`src/rtl/divu_seq_pkg.sv`:
```
// Shared definitions for the sequential unsigned divider: ALU Signal opcodes
// and the divider FSM state encoding.
package divu_seq_pkg;

  localparam logic [5:0] OP_SRL   = 6'd2;
  localparam logic [5:0] OP_MFHI  = 6'd16;
  localparam logic [5:0] OP_MFLO  = 6'd18;
  localparam logic [5:0] OP_MULTU = 6'd25;
  localparam logic [5:0] OP_DIVU  = 6'd27;
  localparam logic [5:0] OP_ADD   = 6'd32;
  localparam logic [5:0] OP_SUB   = 6'd34;
  localparam logic [5:0] OP_AND   = 6'd36;
  localparam logic [5:0] OP_OR    = 6'd37;
  localparam logic [5:0] OP_SLT   = 6'd42;

  typedef enum logic [1:0] {
    S_IDLE = 2'd0,
    S_BUSY = 2'd1,
    S_DONE = 2'd2
  } div_state_t;

endpackage

```
`src/rtl/divu_seq_div_step.sv`:
```
// One restoring-division step: shift {rem,quo} left, trial-subtract the
// divisor, keep the difference and set the quotient bit when it fits.
module divu_seq_div_step #(
  parameter int WIDTH = 32
) (
  input  logic [WIDTH-1:0] rem,
  input  logic [WIDTH-1:0] quo,
  input  logic [WIDTH-1:0] divisor,
  output logic [WIDTH-1:0] rem_nxt,
  output logic [WIDTH-1:0] quo_nxt
);

  logic [WIDTH-1:0] rem_sh;
  logic [WIDTH:0]   trial;
  logic             ge;

  assign rem_sh = {rem[WIDTH-2:0], quo[WIDTH-1]};
  assign trial  = {1'b0, rem_sh} - {1'b0, divisor};
  // A set bit shifted out of rem means the true shifted value is >= 2^WIDTH,
  // which always exceeds the divisor even if the 33-bit trial shows a borrow.
  assign ge      = rem[WIDTH-1] | ~trial[WIDTH];
  assign rem_nxt = ge ? trial[WIDTH-1:0] : rem_sh;
  assign quo_nxt = {quo[WIDTH-2:0], ge};

endmodule

```
`src/rtl/divu_seq.sv`:
```
// Multi-cycle unsigned divider for DIVU: one quotient bit per clock,
// result {remainder, quotient} delivered with a one-cycle done pulse.
module divu_seq
  import divu_seq_pkg::*;
#(
  parameter int         WIDTH = 32,
  parameter logic [5:0] DIVU  = OP_DIVU
) (
  input  logic               clk,
  input  logic               reset,
  input  logic [WIDTH-1:0]   dataA,
  input  logic [WIDTH-1:0]   dataB,
  input  logic [5:0]         Signal,
  input  logic               start,
  output logic               busy,
  output logic               done,
  output logic               divByZero,
  output logic [2*WIDTH-1:0] dataOut
);

  div_state_t       state;
  logic [4:0]       cnt;
  logic [WIDTH-1:0] rem, quo, divisor;
  logic [WIDTH-1:0] rem_nxt, quo_nxt;
  logic             accept;

  divu_seq_div_step #(.WIDTH(WIDTH)) u_step (
    .rem     (rem),
    .quo     (quo),
    .divisor (divisor),
    .rem_nxt (rem_nxt),
    .quo_nxt (quo_nxt)
  );

  assign accept = start && (Signal == DIVU);
  assign busy   = (state == S_BUSY);
  assign done   = (state == S_DONE);

  always_ff @(posedge clk or negedge reset) begin
    if (!reset) begin
      state     <= S_IDLE;
      cnt       <= '0;
      rem       <= '0;
      quo       <= '0;
      divisor   <= '0;
      divByZero <= 1'b0;
      dataOut   <= '0;
    end else begin
      case (state)
        S_IDLE: if (accept) begin
          divisor <= dataB;
          quo     <= dataA;
          rem     <= '0;
          cnt     <= '0;
          if (dataB == '0) begin
            // Zero divisor skips iteration: all-ones quotient, dividend as remainder.
            state     <= S_DONE;
            divByZero <= 1'b1;
            dataOut   <= {dataA, {WIDTH{1'b1}}};
          end else begin
            state     <= S_BUSY;
            divByZero <= 1'b0;
          end
        end
        S_BUSY: begin
          rem <= rem_nxt;
          quo <= quo_nxt;
          cnt <= cnt + 5'd1;
          if (cnt == 5'd31) begin
            state   <= S_DONE;
            dataOut <= {rem_nxt, quo_nxt};
          end
        end
        S_DONE:  state <= S_IDLE;
        default: state <= S_IDLE;
      endcase
    end
  end

endmodule

```
`config.mk`:
```
export PLATFORM = sky130hd
export DESIGN_NAME = divu_seq
export DESIGN_NICKNAME = d
export VERILOG_FILES = /design/src/rtl/divu_seq_pkg.sv /design/src/rtl/divu_seq_div_step.sv /design/src/rtl/divu_seq.sv
export SDC_FILE = /design/constraint.sdc
export NUM_CORES = 1
export LEC_CHECK = 0
export BUFFER_PORTS_ARGS = -buffer_cell sky130_fd_sc_hd__buf_2
export CAP_MARGIN = 15
export CORE_MARGIN = 2
export CORE_UTILIZATION = 30
export CTS_CLUSTER_SIZE = 10
export DETAILED_ROUTE_END_ITERATION = 8
export GPL_ROUTABILITY_DRIVEN = 0
export PLACE_DENSITY_LB_ADDON = 0.08
export SKIP_LAST_GASP = 1
export SYNTH_ARGS = -nofsm -noshare
export SYNTH_HDL_FRONTEND = slang
export SYNTH_SLANG_ARGS = --single-unit
export TNS_END_PERCENT = 20
```
`constraint.sdc`:
```
create_clock -name clk -period 3.1 [get_ports clk]
set_clock_uncertainty 0.1 [all_clocks]
set_input_delay 0.62 -clock clk [delete_from_list [all_inputs] [get_ports clk]]
set_output_delay 0.62 -clock clk [all_outputs]
set_load 0.005 [all_outputs]
```
Yosys cells after proc, flatten, opt, wreduce, memory -nomap -nowiden
Index checks and enable logic that the tools add are counted.
Word-level totals
  register bits after elaboration: 168
  input bits: 73
  output and inout bits: 67
  logic and storage cells: 42
Cells by class
  $add $sub $neg: 2
  eq/ne operators: 7
  muxes and demuxes: 16
  bitwise logic cells: 2
  reductions and logical operators: 8
Operators by type and width (count)
  $mux W64: 3
  $pmux W32 S2: 2
  $pmux W64 S2: 1
  $mux W32: 3
  $sub A32 B32 Y33: 1
  $logic_not A32 Y1: 1
  $pmux W5 S2: 1
  $eq A6 B5 Y1 const B: 1
  $mux W2: 3
  $reduce_and A2 Y1: 3
  $add A5 B1 Y5 const B: 1
  $eq A5 B5 Y1 const B: 1
  $mux W5: 1
  $ne A2 B2 Y1 const B: 2
  $pmux W2 S2: 1
  $reduce_and A4 Y1: 1
  $eq A2 B1 Y1 const B: 1
  $eq A2 B2 Y1 const B: 1
  $logic_not A2 Y1: 1
  $ne A2 B1 Y1 const B: 1
  $reduce_bool A2 Y1: 1
  $logic_and A1 B1 Y1: 1
  $mux W1: 1
  $not A1 Y1: 1
  $or A1 B1 Y1: 1

Depth between registers and ports, before layout
  depth in word-level cells: 6
  gate-level depth with buffers: 14
  depth with buffers taken out: 12

By module
A second synthesis with hierarchy kept.
Unflattened totals
  cells, all modules: 865
  area total of the unflattened synthesis: 9456.6 µm²
By module, submodules not included
  divu_seq: times used 1, cells each 541, area each 6980.4 µm², sequential area each 4204.0 µm²
  divu_seq_div_step: times used 1, cells each 324, area each 2476.1 µm², sequential area each 0.0 µm²

Worst setup path after synthesis
OpenSTA, ideal clock, no wires.
  path type: register to register
  start: register quo[31]
  end: register dataOut[62]
  library setup time: 0.088 ns
  arrival time: 2.756 ns
  data required time: 2.912 ns
  path slack: 0.155 ns
  stages on the path, launching flop included: 15
  path buffers: 2
  period minus slack after synthesis: 2.945 ns
  path through: dfrtp_1 -> inv_1 -> ha_1 -> fa_1 -> nand2b_1 -> a21oi_1 -> o21ai_1 -> o21ai_1 -> a211oi_4 -> nor4_2 -> or2_1 -> buf_6 -> buf_6 -> nand3_1 -> a41oi_1
Between the ends
  cells in the longest elaborated chain, start to end: 6
RTL lines
  start, declared: line divu_seq.sv:23  | logic [WIDTH-1:0] rem, quo, divisor;
  start signal, assigned: line divu_seq.sv:52  | quo <= dataA;
  start signal, assigned: line divu_seq.sv:67  | quo <= quo_nxt;
  $sub A32 B32 Y33 *: line divu_seq_div_step.sv:18  | assign trial = {1'b0, rem_sh} - {1'b0, divisor};
  $not A1 Y1: line divu_seq_div_step.sv:21  | assign ge = rem[WIDTH-1] | ~trial[WIDTH];
  $or A1 B1 Y1: line divu_seq_div_step.sv:21
  $mux W32 *: line divu_seq_div_step.sv:22  | assign rem_nxt = ge ? trial[WIDTH-1:0] : rem_sh;
  $mux W64 *: line divu_seq.sv:69  | if (cnt == 5'd31) begin
  $pmux W64 S2 *: line divu_seq.sv:49  | case (state)
  end signal, assigned: line divu_seq.sv:59  | dataOut <= {dataA, {WIDTH{1'b1}}};
  end signal, assigned: line divu_seq.sv:71  | dataOut <= {rem_nxt, quo_nxt};
  end, declared: line divu_seq.sv:18  | output logic [2*WIDTH-1:0] dataOut
Mark *: on every way between the ends. The rest lies on a longest branch, timed or not. The select of a mux whose other input is x is not followed.
A chain may end at the register's enable or synchronous reset.

Worst setup path after layout
  start: register rem[26]
  end: register dataOut[34]
Between the ends
  cells in the longest elaborated chain, start to end: 6
RTL lines
  start, declared: line divu_seq.sv:23
  start signal, assigned: line divu_seq.sv:66  | rem <= rem_nxt;
  $sub A32 B32 Y33: line divu_seq_div_step.sv:18
  $not A1 Y1: line divu_seq_div_step.sv:21
  $or A1 B1 Y1: line divu_seq_div_step.sv:21
  $mux W32: line divu_seq_div_step.sv:22
  $mux W64: line divu_seq.sv:69
  $pmux W64 S2: line divu_seq.sv:49
No other way between the ends. The select of a mux whose other input is x is not followed.

==> flow_summary.toml <==
[outcome]
status = "finished, final reports clean"

[timing]
hold_violations = 0
slew_viol_final = 0
grt_setup_unrepaired = "true"
relSlewSlack_pct = 29.8
tightest_slew_ns = 1.05
fmax_mhz = 330
final-setup-viol-count = 0
period_minus_slack_ns = 3.03
fin_crit_sh_pct = 97.6

[clocking]
htreeDepth = 4
cts_tree = "done"
clock_latency_ns = 0.43
clock_path_buffers = 2
clock_sinks = 168
cts.clk_slew.worst_paths_ns = 0.08
cts_buffers = 17
cts_hold_buf = 0
cts_root_buf = "clkbuf_16"

[hold_path]
hp-class = "in2async"

[power_and_ir_drop]
p_int_mw = 5.14
swShare_pct = 37.3
leakage_nw = 5.25
p_clk_share_pct = 26.4
power_per_cell_area_mw_per_mm2 = 738
peakVddDrop_uv = 369
comb_power_share_pct = 37.6
power.switching_mw = 3.06
pwr-share-seq_pct = 36.0

[cells_and_area]
fin_area_mm2 = 0.0111
utilization_pct = 38.9
final_cell_mix = "204 x nand2_1, 168 x dfrtp_1, 138 x buf_2"
fin_nets = 1257
layout_commonest_cell = "nand2_1"
antennaDiodeCount = 0
stdcell_count = 1546
area.growth.synth_to_final_pct = 28.5
drive_gt1_share_pct = 26.0

[critical_path]
crit_chain = "ha_1 -> a21oi_2 -> o21ai_1 -> a21boi_1 -> o21bai_1 -> a211o_1 -> a21o_1 -> or2_1 -> buf_4 -> a32o_2 -> o22a_1"
slowest_stage = "dfrtp_1"
worst-setup-path-type = "reg2reg"
start_kind = "flop"
required_ns = 3.32
worst-path-buf-inv = 1
cp.arrival_ns = 3.24
slowest_delay_ns = 0.40
worstPathMaxFanout = 18
endpoint_kind = "flop"
critPathTopFamily = "compound AO/OA/AOI/OAI gates"

[synthesis]
netlist_area_mm2 = 0.00865
synth.distinct_cells = 54
synth_edf_count = 0
syn_nets = 1074
ys_seq_elements = 168
netlist_top_cells_area = "dfrtp_1 49%, nand2_1 8.9%, ha_1 4.9%, a21oi_1 3.9%, nor2_1 3.9%"
yosys.area.top_type = "dfrtp_1"
synth_area_per_cell_um2 = 8.96
yosysSeqAreaShare_pct = 48.6
synth_top_flop_cell = "dfrtp_1"
syn_inst = 966
synth-async-reset-ratio_pct = 100
synth_top_area_share_pct = 48.6
yosysWarnings = 0

[place]
port_buffers = 139
place_hpwl_um = 19800
placed_area_mm2 = 0.0103
dp.cells = 1510

[global_routing]
grt_max_degree = 104
grt.overflow.total = 0
grt_pass1_wl_um = 42300
grt_pass1_vias = 7329
antenna_found_initial = 0
grtUsageTotal_pct = 17.8

[routing]
route.detailed.drc = 0
dr.pass1.iters = 5
wl_per_cell_um = 17.2
wl_um = 26700
drt_iter0_drc = 498
vias = 7537
vias_per_cell = 4.88
antenna_left = 0

[die]
core_mm2 = 0.0285
design.die.area_mm2 = 0.0302
start_util_pct = 30.3
die_h_um = 174
die-width_um = 174
num_rows = 62
ios = 140

[run]
maxCapViolCount = 0
==> registers in the layout, indices dropped and copies added, names as in the netlist <==
name,flops
cnt,5
dataOut,64
state,2
quo,32
divisor,32
divByZero,1
rem,32
==> synth_stat cells, types with 3 or more instances <==
library cell / instances
nand3_1: 13
buf_2: 3
o22a_1: 21
ha_1: 34
nor2b_1: 6
a21o_1: 30
o211ai_1: 3
dfrtp_1: 168
a22oi_1: 6
xor2_1: 14
a211o_1: 5
and3_1: 4
o21bai_1: 5
inv_1: 36
o21ai_1: 3
nand2b_1: 10
buf_6: 6
nor2_1: 89
a22o_1: 18
nand2_1: 204
clkbuf_1: 40
nor4_1: 8
nor3_1: 8
xnor2_1: 11
o21ai_0: 62
buf_1: 6
a31oi_1: 41
nand4_1: 8
o31ai_1: 4
a21oi_1: 67
==> stage by stage <==
stage	setup WS, ns	hold slack [ns]	total power, mW	TNS [ns]
5_1_grt	-0.0601	0.133	8.76	-0.703
4_1_cts	-0.0403	0.119	8.09	-0.0617
6_report	0.0732	0.0926	8.20	0
3_3_place_gp	-0.00275	0.357	5.88	-0.00275
3_5_place_dp	-0.0701	0.367	5.86	-0.255
2_1_floorplan	0.155	0.224	4.77	0
==> cells by family after synthesis <==
family,after synthesis,share of synthesized area [%]
compound gates,286,21.6
xor+xnor,25,2.53
fa+ha+maj,35,5.15
buf+inv,92,4.56
flops,168,48.6
mux,4,0.492
simple gates,356,17.1
==> power groups by stage <==
stage	registers [mW]	logic, mW	clock network (mW)
after CTS	2.94	2.92	2.23
after detailed placement	2.97	2.89	0
after floorplan	2.88	1.89	0
after global routing	3.01	3.43	2.32
final	2.95	3.09	2.16
after global placement	2.98	2.90	0
==> final cells by class <==
type / instances / area (um2)
fillers: 3022 / 17400
multi-input cells: 706 / 4280
flip-flops and latches: 168 / 4200
repair buffers: 219 / 1430
well taps: 384 / 480
clock buffers: 18 / 439
clock inverters: 14 / 149
inverters: 37 / 139
==> what timing repair did <==
| action | CTS | global route |
|---|---|---|
| endpoints found under the hold margin | 0 | 0 |
| setup endpoints to repair | 26 | 62 |
| resized for setup | 2 | 43 |
| buffers inserted | 1 | 3 |
| pin swaps | 1 | 27 |
==> path summary, 6_finish.rpt <==
kind / from / end / slack (ns) / depth (start not counted)
setup / recovery: rem[26]$_DFFE_PN0P_ / dataOut[34]$_DFFE_PN0P_ / 0.07 / 11
hold / removal: reset / dataOut[26]$_DFFE_PN0P_ / 0.09 / 1
setup reg to reg: rem[26]$_DFFE_PN0P_ / dataOut[34]$_DFFE_PN0P_ / 0.07 / 11
hold reg to reg: divByZero$_DFFE_PN0P_ / divByZero$_DFFE_PN0P_ / 0.38 / 2
max in group asynchronous: reset / dataOut[51]$_DFFE_PN0P_ / 2.06 / 2
min in group clk: dataB[26] / divisor[26]$_DFFE_PN0P_ / 0.30 / 3
==> layer usage <==
layer,up-vias,GRT usage (%),routed length [um]
met5,-,0,0
met4,0,3.85,227
met3,15,2.85,1010
met2,165,24.9,10900
met1,3622,28.5,14500
li1,3735,-,-
Power figures use the tool's default switching activity.
